==> src/rtl/icache_fill_ctrl_if.sv <==
// Bundle of fetch, cache-array and memory signals around the icache fill controller.
// master: the controller; slave: the environment (fetch stage, cache array, memory).
interface icache_fill_ctrl_if #(
  parameter int ADDR_BITS = 16,
  parameter int SET_BITS  = 3,
  parameter int TAG_BITS  = ADDR_BITS - SET_BITS - 3
);
  logic                 proc_req;
  logic [ADDR_BITS-1:0] proc_addr;
  logic                 proc_valid;
  logic [63:0]          proc_data;
  logic                 cache_rd_hit;
  logic [63:0]          cache_rd_data;
  logic [SET_BITS-1:0]  cache_rd_idx;
  logic [TAG_BITS-1:0]  cache_rd_tag;
  logic                 cache_wr_en;
  logic [SET_BITS-1:0]  cache_wr_idx;
  logic [TAG_BITS-1:0]  cache_wr_tag;
  logic [63:0]          cache_wr_data;
  logic [1:0]           mem_command;
  logic [ADDR_BITS-1:0] mem_addr;
  logic [3:0]           mem_response;
  logic [3:0]           mem_tag;
  logic [63:0]          mem_data;
  logic                 busy;

  modport master (
    input  proc_req, proc_addr, cache_rd_hit, cache_rd_data,
           mem_response, mem_tag, mem_data,
    output proc_valid, proc_data, cache_rd_idx, cache_rd_tag,
           cache_wr_en, cache_wr_idx, cache_wr_tag, cache_wr_data,
           mem_command, mem_addr, busy
  );

  modport slave (
    output proc_req, proc_addr, cache_rd_hit, cache_rd_data,
           mem_response, mem_tag, mem_data,
    input  proc_valid, proc_data, cache_rd_idx, cache_rd_tag,
           cache_wr_en, cache_wr_idx, cache_wr_tag, cache_wr_data,
           mem_command, mem_addr, busy
  );
endinterface

==> src/rtl/icache_fill_ctrl.sv <==
// Blocking instruction-cache miss controller with a single outstanding miss.
// Hits are returned combinationally in IDLE; a miss issues LOAD until accepted,
// then waits for the tagged response, fills the cache and forwards the block.
module icache_fill_ctrl #(
  parameter int ADDR_BITS = 16,
  parameter int SET_BITS  = 3,
  parameter int TAG_BITS  = ADDR_BITS - SET_BITS - 3
) (
  input  logic              clock,
  input  logic              reset,
  icache_fill_ctrl_if.master bus
);

  localparam logic [1:0] ST_IDLE  = 2'd0;
  localparam logic [1:0] ST_REQ   = 2'd1;
  localparam logic [1:0] ST_WAIT  = 2'd2;
  localparam logic [1:0] CMD_NONE = 2'd0;
  localparam logic [1:0] CMD_LOAD = 2'd1;

  logic [1:0]           r_state;
  logic [ADDR_BITS-1:0] r_miss_addr;
  logic [3:0]           r_pend_tag;

  logic [1:0]           w_state_nxt;
  logic [ADDR_BITS-1:0] w_miss_addr_nxt;
  logic [3:0]           w_pend_tag_nxt;
  logic                 w_fill;
  logic                 w_same_block;
  logic                 w_unused;

  // Byte offset within the block never affects lookup or fill.
  assign w_unused = ^bus.proc_addr[2:0];

  // Output decode and next-state selection; the fill has priority over any new lookup.
  always_comb begin
    w_fill       = (r_pend_tag != 4'd0) && (bus.mem_tag == r_pend_tag);
    w_same_block = (bus.proc_addr[ADDR_BITS-1:3] == r_miss_addr[ADDR_BITS-1:3]);

    bus.cache_rd_idx  = bus.proc_addr[SET_BITS+2:3];
    bus.cache_rd_tag  = bus.proc_addr[ADDR_BITS-1:SET_BITS+3];
    bus.proc_valid    = 1'b0;
    bus.proc_data     = 64'd0;
    bus.cache_wr_en   = 1'b0;
    bus.cache_wr_idx  = '0;
    bus.cache_wr_tag  = '0;
    bus.cache_wr_data = 64'd0;
    bus.mem_command   = CMD_NONE;
    bus.mem_addr      = '0;
    bus.busy          = (r_state != ST_IDLE);

    w_state_nxt     = r_state;
    w_miss_addr_nxt = r_miss_addr;
    w_pend_tag_nxt  = r_pend_tag;

    case (r_state)
      ST_IDLE: begin
        if (bus.proc_req && bus.cache_rd_hit) begin
          bus.proc_valid = 1'b1;
          bus.proc_data  = bus.cache_rd_data;
        end else if (bus.proc_req) begin
          w_miss_addr_nxt = {bus.proc_addr[ADDR_BITS-1:3], 3'b000};
          w_state_nxt     = ST_REQ;
        end else begin
          w_state_nxt = ST_IDLE;
        end
      end
      ST_REQ: begin
        bus.mem_command = CMD_LOAD;
        bus.mem_addr    = r_miss_addr;
        if (bus.mem_response != 4'd0) begin
          w_pend_tag_nxt = bus.mem_response;
          w_state_nxt    = ST_WAIT;
        end else begin
          w_state_nxt = ST_REQ;
        end
      end
      ST_WAIT: begin
        if (w_fill) begin
          bus.cache_wr_en   = 1'b1;
          bus.cache_wr_idx  = r_miss_addr[SET_BITS+2:3];
          bus.cache_wr_tag  = r_miss_addr[ADDR_BITS-1:SET_BITS+3];
          bus.cache_wr_data = bus.mem_data;
          bus.proc_data     = bus.mem_data;
          bus.proc_valid    = bus.proc_req && w_same_block;
          w_pend_tag_nxt    = 4'd0;
          w_state_nxt       = ST_IDLE;
        end else begin
          w_state_nxt = ST_WAIT;
        end
      end
      default: begin
        w_pend_tag_nxt = 4'd0;
        w_state_nxt    = ST_IDLE;
      end
    endcase
  end

  // State, latched miss address and pending transaction tag; reset drops any miss in flight.
  always_ff @(posedge clock) begin
    if (reset) begin
      r_state     <= ST_IDLE;
      r_miss_addr <= '0;
      r_pend_tag  <= 4'd0;
    end else begin
      r_state     <= w_state_nxt;
      r_miss_addr <= w_miss_addr_nxt;
      r_pend_tag  <= w_pend_tag_nxt;
    end
  end

endmodule

==> src/flat_wrapper.sv <==
// flat-port wrapper written by rule: the top's interface ports become plain ports
module icache_fill_ctrl_flat 
#(
  parameter int ADDR_BITS = 16,
  parameter int SET_BITS  = 3,
  parameter int TAG_BITS  = ADDR_BITS - SET_BITS - 3
)
  (clock, reset, bus_proc_req, bus_proc_addr, bus_cache_rd_hit, bus_cache_rd_data, bus_mem_response, bus_mem_tag, bus_mem_data, bus_proc_valid, bus_proc_data, bus_cache_rd_idx, bus_cache_rd_tag, bus_cache_wr_en, bus_cache_wr_idx, bus_cache_wr_tag, bus_cache_wr_data, bus_mem_command, bus_mem_addr, bus_busy);
  icache_fill_ctrl_if #(.ADDR_BITS(ADDR_BITS), .SET_BITS(SET_BITS), .TAG_BITS(TAG_BITS)) bus_i ();
  input  logic clock;
  input  logic reset;
  input wire logic [$bits(bus_i.proc_req)-1:0] bus_proc_req;
  input wire logic [$bits(bus_i.proc_addr)-1:0] bus_proc_addr;
  input wire logic [$bits(bus_i.cache_rd_hit)-1:0] bus_cache_rd_hit;
  input wire logic [$bits(bus_i.cache_rd_data)-1:0] bus_cache_rd_data;
  input wire logic [$bits(bus_i.mem_response)-1:0] bus_mem_response;
  input wire logic [$bits(bus_i.mem_tag)-1:0] bus_mem_tag;
  input wire logic [$bits(bus_i.mem_data)-1:0] bus_mem_data;
  output wire logic [$bits(bus_i.proc_valid)-1:0] bus_proc_valid;
  output wire logic [$bits(bus_i.proc_data)-1:0] bus_proc_data;
  output wire logic [$bits(bus_i.cache_rd_idx)-1:0] bus_cache_rd_idx;
  output wire logic [$bits(bus_i.cache_rd_tag)-1:0] bus_cache_rd_tag;
  output wire logic [$bits(bus_i.cache_wr_en)-1:0] bus_cache_wr_en;
  output wire logic [$bits(bus_i.cache_wr_idx)-1:0] bus_cache_wr_idx;
  output wire logic [$bits(bus_i.cache_wr_tag)-1:0] bus_cache_wr_tag;
  output wire logic [$bits(bus_i.cache_wr_data)-1:0] bus_cache_wr_data;
  output wire logic [$bits(bus_i.mem_command)-1:0] bus_mem_command;
  output wire logic [$bits(bus_i.mem_addr)-1:0] bus_mem_addr;
  output wire logic [$bits(bus_i.busy)-1:0] bus_busy;
  assign bus_i.proc_req = bus_proc_req;
  assign bus_i.proc_addr = bus_proc_addr;
  assign bus_i.cache_rd_hit = bus_cache_rd_hit;
  assign bus_i.cache_rd_data = bus_cache_rd_data;
  assign bus_i.mem_response = bus_mem_response;
  assign bus_i.mem_tag = bus_mem_tag;
  assign bus_i.mem_data = bus_mem_data;
  assign bus_proc_valid = bus_i.proc_valid;
  assign bus_proc_data = bus_i.proc_data;
  assign bus_cache_rd_idx = bus_i.cache_rd_idx;
  assign bus_cache_rd_tag = bus_i.cache_rd_tag;
  assign bus_cache_wr_en = bus_i.cache_wr_en;
  assign bus_cache_wr_idx = bus_i.cache_wr_idx;
  assign bus_cache_wr_tag = bus_i.cache_wr_tag;
  assign bus_cache_wr_data = bus_i.cache_wr_data;
  assign bus_mem_command = bus_i.mem_command;
  assign bus_mem_addr = bus_i.mem_addr;
  assign bus_busy = bus_i.busy;
  icache_fill_ctrl #(.ADDR_BITS(ADDR_BITS), .SET_BITS(SET_BITS), .TAG_BITS(TAG_BITS)) u_core (.clock(clock), .reset(reset), .bus(bus_i));
endmodule
==> config.mk <==
export PLATFORM = sky130hd
export DESIGN_NAME = icache_fill_ctrl_flat
export DESIGN_NICKNAME = d
export VERILOG_FILES = /design/src/rtl/icache_fill_ctrl_if.sv /design/src/rtl/icache_fill_ctrl.sv /design/src/flat_wrapper.sv
export SDC_FILE = /design/constraint.sdc
export NUM_CORES = 1
export LEC_CHECK = 0
export BUFFER_PORTS_ARGS = -buffer_cell sky130_fd_sc_hd__buf_4
export CAP_MARGIN = 20
export CORE_AREA = 4 4 125 127
export CTS_BUF_LIST = sky130_fd_sc_hd__clkbuf_8 sky130_fd_sc_hd__clkbuf_16
export DETAILED_ROUTE_END_ITERATION = 7
export DIE_AREA = 0 0 129 131
export HOLD_SLACK_MARGIN = 0.06
export PLACE_DENSITY = 0.46
export SETUP_SLACK_MARGIN = 0.4
export SLEW_MARGIN = 20
export SYNTH_ARGS = -nofsm -noshare
export SYNTH_HDL_FRONTEND = slang
export SYNTH_SLANG_ARGS = --single-unit
==> constraint.sdc <==
create_clock -name clock -period 2.8 [get_ports clock]
set_clock_uncertainty 0.05 [all_clocks]
set_input_delay 0.56 -clock clock [delete_from_list [all_inputs] [get_ports clock]]
set_output_delay 0.56 -clock clock [all_outputs]
set_load 0.02 [all_outputs]
==> flow_metrics.tcl, run 1 <==
set metrics [dict create \
    num_vias 3497 \
    antennaDiodeCount 0 \
    drc_errors 0 \
    cp-end-kind "output pin" \
    synthArstFlopShare 0 \
    root_buffer "clkbuf_16" \
    die_x_um 129 \
    critPathRequiredTime_ps 2190 \
    grt_max_degree 67 \
    cts_made_buffers 3 \
    slowest_delay_ps 440 \
    area_growth_pct 158 \
    synthXorXnorAreaFrac 0.0609 \
    p_total_w 0.00114 \
    ys_top_cells_by_area "a22o_1, and2_1, dfxtp_1, buf_4, xnor2_1" \
    clockPowerShare 0.255 \
    fin_ws_ps -96.0 \
    synth_fa_ha_area_frac 0 \
    overflow 0 \
    cp_common_cell "buf_6" \
    synth-compound-area-share 0.320 \
    clk_latency_ps 250 \
    cp_max_fo 5 \
    critical_path_class "input pin to output pin" \
    crit_buf_inv 4 \
    rsz0062_at_grt "yes" \
    antenna_found_initial 0 \
    wire_per_inst_um 18.5 \
    first_global_vias 3483 \
    max_cap_viol_count 0 \
    synth-simple-area-share 0.336 \
    synth_cell_types 31 \
    power_switching_w 0.000364 \
    ctsHoldBuffers 0 \
    relSlewSlack 0.618 \
    grt_pass1_wl_mm 20.7 \
    worstMarginPinSlew_ps 571 \
    vias_per_cell 4.35 \
    die_h_um 131 \
    syn_inst 309 \
    seqPwrFrac 0.264 \
    hp-class "flop to flop" \
    clockBufferDepth 2 \
    wl_mm 14.9 \
    power.density_mw_per_mm2 191 \
    netlist_area_mm2 0.00230 \
    yosysSeqAreaShare 0.165 \
    initial_core_util 0.159 \
    p_sw_frac 0.320 \
    io_buffers 323 \
    hpwlAfterDp_mm 12.2 \
    violations "negative setup slack" \
    synth-seq-cells 19 \
    drt_pre_antenna_iters 4 \
    nets 776 \
    worst-endpoint-arrival_ps 2290 \
    slowest_stage "a2111o_1" \
    cp_cell_sequence "buf_6 -> xor2_1 -> a2111o_1 -> nor4_4 -> buf_6 -> buf_6 -> a22o_1 -> buf_4" \
    peakVddDrop_mv 0.187 \
    core_mm2 0.0144 \
    grtUsageTotal 0.156 \
    place.gp.congestion 0.836 \
    synth_top_family_by_area "simple AND/OR/NAND/NOR gates" \
    synth_mux_area_frac 0 \
    drt-initial-drc-count 113 \
    placedCellCount 787 \
    drtAntennaViolNets 0 \
    ys_warn_count 0 \
    syn_avg_cell_area_um2 7.44 \
    fillers 1458 \
    io_pins 331 \
    fmax_ghz 0.345 \
    rows 44 \
    report.final.hold_viol_count 0 \
    netlist.area_leader.share 0.259 \
    instances_no_fill 803 \
    synth_ff_type "dfxtp_1" \
    synth_area_leader_cell "a22o_1" \
    setup_viol_count_final 84 \
    synth_edf_count 0 \
    cts_tree "done" \
    finalCriticalPeriod_ps 2900 \
    dieArea_mm2 0.0169 \
    critical_path.startpoint_type "input pin" \
    run_status "finished with violations" \
    clkTransAtPathRegs_ps 60 \
    layout-drive-gt1-share 0.701 \
    cp_top_family "compound AO/OA/AOI/OAI gates" \
    p_comb_frac 0.481 \
    fin_crit_sh 1.03 \
    finalMaxSlewViolations 0 \
    p_int_w 0.000772 \
    p_leak_nw 2.94 \
    htreeDepth 1 \
    clock-sinks 19 \
]
[stage by stage]
stage | TNS, ps | setup slack, ps | util | hold WS, ps | cell area (um2)
after floorplan | 0 | 114 | - | 415 | 2460
after global placement | -5510 | -127 | 0.349 | 433 | 5030
after detailed placement | -6700 | -141 | 0.349 | 434 | 5030
after CTS | -4890 | -103 | 0.401 | 445 | 5780
after global routing | -13580 | -162 | 0.412 | 476 | 5940
final | -2650 | -96.0 | 0.412 | 443 | 5940
[final cells by class]
type	count	area, um2	share of cell area
repair buffers	348	3360	0.566
multi-input cells	244	1870	0.315
flip-flops and latches	19	380	0.0641
well taps	184	230	0.0388
clock buffers	3	75.1	0.0126
inverters	4	15.0	0.00253
clock inverters	1	3.75	0.000632
[sequential cells by signal, summed over array words and instances (netlist names)]
| name | cells |
|---|---|
| u_core.r_miss_addr | 13 |
| u_core.r_pend_tag | 4 |
| u_core.r_state | 2 |
[cells by family (layout without fill, tap and decap cells)]
group,after synthesis,in the layout
flip-flops,19,19
XOR/XNOR,16,16
AO/OA/AOI/OAI,91,91
AND/OR/NAND/NOR,133,133
other,1,4
buffers and inverters,49,356
[cells in the mapped netlist, types with 3 or more instances]
cell type  number
buf_4          18
a21oi_1        16
a22o_1         68
dfxtp_1        19
buf_2           6
nand2_1        27
clkbuf_2        6
and2_1         90
xnor2_1        13
nor2_1          4
xor2_1          3
nand4_1         3
clkbuf_1       14
inv_1           4
[path summary, 6_finish.rpt]
kind                              start                    end  slack (ps)  cells after the start
hold reg to reg   u_core.r_miss_addr[8]  u_core.r_miss_addr[8]         440                      2
setup / recovery         bus_mem_tag[2]      bus_proc_data[21]        -100                      8
setup reg to reg   u_core.r_pend_tag[2]   u_core.r_pend_tag[1]         950                      5
hold / removal    u_core.r_miss_addr[8]  u_core.r_miss_addr[8]         440                      2
[per-layer routing]
layer,up-vias,share of wire,global-route usage
li1,1692,-,-
met1,1619,0.40,0.197
met2,176,0.51,0.274
met3,10,0.085,0.0374
met4,0,0.011,0.0272
met5,-,0,0
[power groups by stage]
stage | registers [W] | logic (W) | clock network (W)
3_3_place_gp | 0.000305 | 0.000507 | 0
6_report | 0.000300 | 0.000547 | 0.000290
3_5_place_dp | 0.000305 | 0.000512 | 0
5_1_grt | 0.000302 | 0.000584 | 0.000315
2_1_floorplan | 0.000300 | 0.000219 | 0
4_1_cts | 0.000300 | 0.000550 | 0.000303
[cells in the final DEF (no fill, tap or decap), types with 2 or more instances in the layout]
cell and count:
a21oi_1 16, a22o_1 62, a22o_4 6, and2_1 16, and2_2 31, and2_4 43
buf_12 9, buf_16 3, buf_4 186, buf_6 149, clkbuf_16 4, conb_1 4
dfxtp_1 19, inv_1 5, nand2_1 27, nand4_1 3, nor2_1 4, nor4_1 2
xnor2_1 13, xor2_1 3
[worst reg2reg max path: cells and delay by family (launching register included)]
kind,cells,cell delay (ps)
xor gates and xnor gates,1,160
buffers and inverters,1,170
AOI/OAI and AO/OA,3,1040
DFF,1,320
[what timing repair did]
item / CTS / global route
setup buffers: 4 / 4
pin swaps: 23 / 21
resized for setup: 154 / 35
endpoints found under the setup margin: 143 / 143
cloned: 3 / 1
Power figures use the tool's default switching activity.
==> inputs of run 2 (changes only) <==
--- a/config.mk
+++ b/config.mk
@@ -7,12 +7,12 @@
 export LEC_CHECK = 0
 export BUFFER_PORTS_ARGS = -buffer_cell sky130_fd_sc_hd__buf_4
 export CAP_MARGIN = 20
-export CORE_AREA = 4 4 125 127
+export CORE_AREA = 4 4 128 130
 export CTS_BUF_LIST = sky130_fd_sc_hd__clkbuf_8 sky130_fd_sc_hd__clkbuf_16
 export DETAILED_ROUTE_END_ITERATION = 7
-export DIE_AREA = 0 0 129 131
+export DIE_AREA = 0 0 132 134
 export HOLD_SLACK_MARGIN = 0.06
-export PLACE_DENSITY = 0.46
+export PLACE_DENSITY = 0.44
 export SETUP_SLACK_MARGIN = 0.4
 export SLEW_MARGIN = 20
 export SYNTH_ARGS = -nofsm -noshare
==> constraint.sdc (replaced) <==
create_clock -name clock -period 3.5 [get_ports clock]
set_clock_uncertainty 0.05 [all_clocks]
set_input_delay 0.7 -clock clock [delete_from_list [all_inputs] [get_ports clock]]
set_output_delay 0.7 -clock clock [all_outputs]
set_load 0.02 [all_outputs]
==> run 2 against run 1 <==
Net effect: the run now ends clean; clock-buffer cell count is the same; non-clock buffer count is 2 higher; critical endpoint is now bus_cache_wr_data[34]; sequential power is 20% lower; total power fell by 21%; sequential share of layout area up 0.29 points; clock power is 20% lower; routed wire length rose by 12%; first-iteration DRC count is 24% higher; combinational power down 22%; via count grew 1.4%.
==> flow_metrics.tcl, run 2 (same netlist as run 1, synthesis figures left out) <==
set metrics [dict create \
    slowest_delay_ps 440 \
    final_common_cell "buf_4" \
    overflow 0 \
    grt_max_degree 67 \
    gr-usage-met3 0.0360 \
    worstMarginPinSlew_ps 558 \
    critical_path_class "input pin to output pin" \
    report.final.hold_viol_count 0 \
    io_buffers 323 \
    clockPowerShare 0.258 \
    cp_cell_sequence "buf_6 -> xor2_1 -> a2111o_1 -> nor4_4 -> buf_6 -> buf_12 -> buf_12 -> buf_16 -> and2_4 -> buf_6" \
    power.density_mw_per_mm2 158 \
    final_cell_mix "buf_4, buf_6, a22o_1" \
    cp-end-kind "output pin" \
    rsz0062_at_grt "yes" \
    first_global_vias 3498 \
    cp_top_family "buffers and inverters" \
    drtAntennaViolNets 0 \
    largest_reg_flops 13 \
    clkTransAtPathRegs_ps 50 \
    drc_errors 0 \
    wire_per_inst_um 20.6 \
    hp-class "flop to flop" \
    cp_max_fo 7 \
    antenna_found_initial 0 \
    cts_made_buffers 3 \
    critical_path.startpoint_type "input pin" \
    setup_viol_count_final 0 \
    hpwlAfterDp_mm 12.4 \
    nets 778 \
    initial_core_util 0.152 \
    clock-sinks 19 \
    grt.busiest_layer "met2" \
    p_int_w 0.000608 \
    root_buffer "clkbuf_16" \
    p_sw_frac 0.321 \
    dieArea_mm2 0.0177 \
    placedCellCount 783 \
    fmax_ghz 0.322 \
    fin_crit_sh 0.888 \
    power_switching_w 0.000288 \
    antennaDiodeCount 0 \
    cts_tree "done" \
    num_vias 3547 \
    finalMaxSlewViolations 0 \
    vias_per_cell 4.38 \
    setup-tns-final_ps 0 \
    instances_no_fill 809 \
    worst-endpoint-arrival_ps 2360 \
    grt_pass1_wl_mm 22.7 \
    htreeDepth 1 \
    max_cap_viol_count 0 \
    area_growth_pct 147 \
    p_comb_frac 0.474 \
    finalCriticalPeriod_ps 3110 \
    rows 45 \
    wl_mm 16.6 \
    die_x_um 132 \
    holdWs_ps 444 \
    p_leak_nw 2.86 \
    clockBufferDepth 2 \
    met1_usage 0.203 \
    die_h_um 134 \
    relSlewSlack 0.627 \
    clk_latency_ps 250 \
    peakVddDrop_mv 0.138 \
    grtUsageTotal 0.164 \
    layout-drive-gt1-share 0.618 \
    critPathRequiredTime_ps 2750 \
    slowest_stage "a2111o_1" \
    crit_buf_inv 6 \
    run_status "completed" \
    place.gp.congestion 0.864 \
    fillers 1599 \
    drt-initial-drc-count 140 \
    seqPwrFrac 0.268 \
    grt.met2_usage 0.298 \
    io_pins 331 \
    core_mm2 0.0151 \
    ctsHoldBuffers 0 \
    drt_pre_antenna_iters 4 \
    top_register "u_core.r_miss_addr" \
    reg_top3 "u_core.r_miss_addr x13, u_core.r_pend_tag x4, u_core.r_state x2" \
    cp_common_cell "buf_6" \
]
run 2: cell count changes in the layout (fill, tap and decap cells not counted), sizes merged:
cell / previous run / this run
buf: 347 / 345
bufbuf: 0 / 1
clkbuf: 4 / 7
run 2: worst min-delay path: stages, from the launching register on:
cell and delay [ps]:
dfxtp_1 330, nand2_1 60, a21oi_1 50
run 2: layer usage:
| layer | up-vias | part of all wire |
|---|---|---|
| met1 | 1679 | 0.40 |
| li1 | 1694 | - |
| met2 | 166 | 0.51 |
| met3 | 8 | 0.077 |
| met5 | - | 0 |
| met4 | 0 | 0.0093 |
run 2: path summary, 6_finish.rpt:
check | startpoint | endpoint | slack [ps] | cells after the start
hold reg to reg | u_core.r_miss_addr[6] | u_core.r_miss_addr[6] | 440 | 2
setup / recovery | bus_mem_tag[2] | bus_cache_wr_data[34] | 390 | 10
setup reg to reg | u_core.r_pend_tag[2] | u_core.r_pend_tag[2] | 1530 | 6
hold / removal | u_core.r_miss_addr[6] | u_core.r_miss_addr[6] | 440 | 2
run 2: final cells by class:
cell class	count	area, um2	share of cell area
clock buffers	3	75.1	0.0132
inverters	4	15.0	0.00264
repair buffers	350	3230	0.569
well taps	188	235	0.0414
clock inverters	1	3.75	0.000661
flip-flops and latches	19	380	0.0670
multi-input cells	244	1740	0.307
run 2: stage by stage:
stage	total power, W	setup WS, ps	utilization	cell area (um2)
2_1_floorplan	0.000411	473	-	2310
3_3_place_gp	0.000645	239	0.317	4800
3_5_place_dp	0.000649	233	0.317	4800
4_1_cts	0.000896	286	0.351	5320
5_1_grt	0.000944	316	0.375	5680
6_report	0.000896	394	0.375	5680
run 2: timing repair:
item,CTS,global route
gates cloned,8,6
pin swaps,22,35
resized for setup,42,71
setup buffers,7,1
setup endpoints to repair,143,142
run 2: power by group through the flow:
stage / combinational [W] / sequential [W] / clock [W]
6_report: 0.000425 / 0.000240 / 0.000231
5_1_grt: 0.000451 / 0.000242 / 0.000250
4_1_cts: 0.000415 / 0.000240 / 0.000241
3_5_place_dp: 0.000404 / 0.000245 / 0
3_3_place_gp: 0.000401 / 0.000244 / 0
2_1_floorplan: 0.000171 / 0.000240 / 0
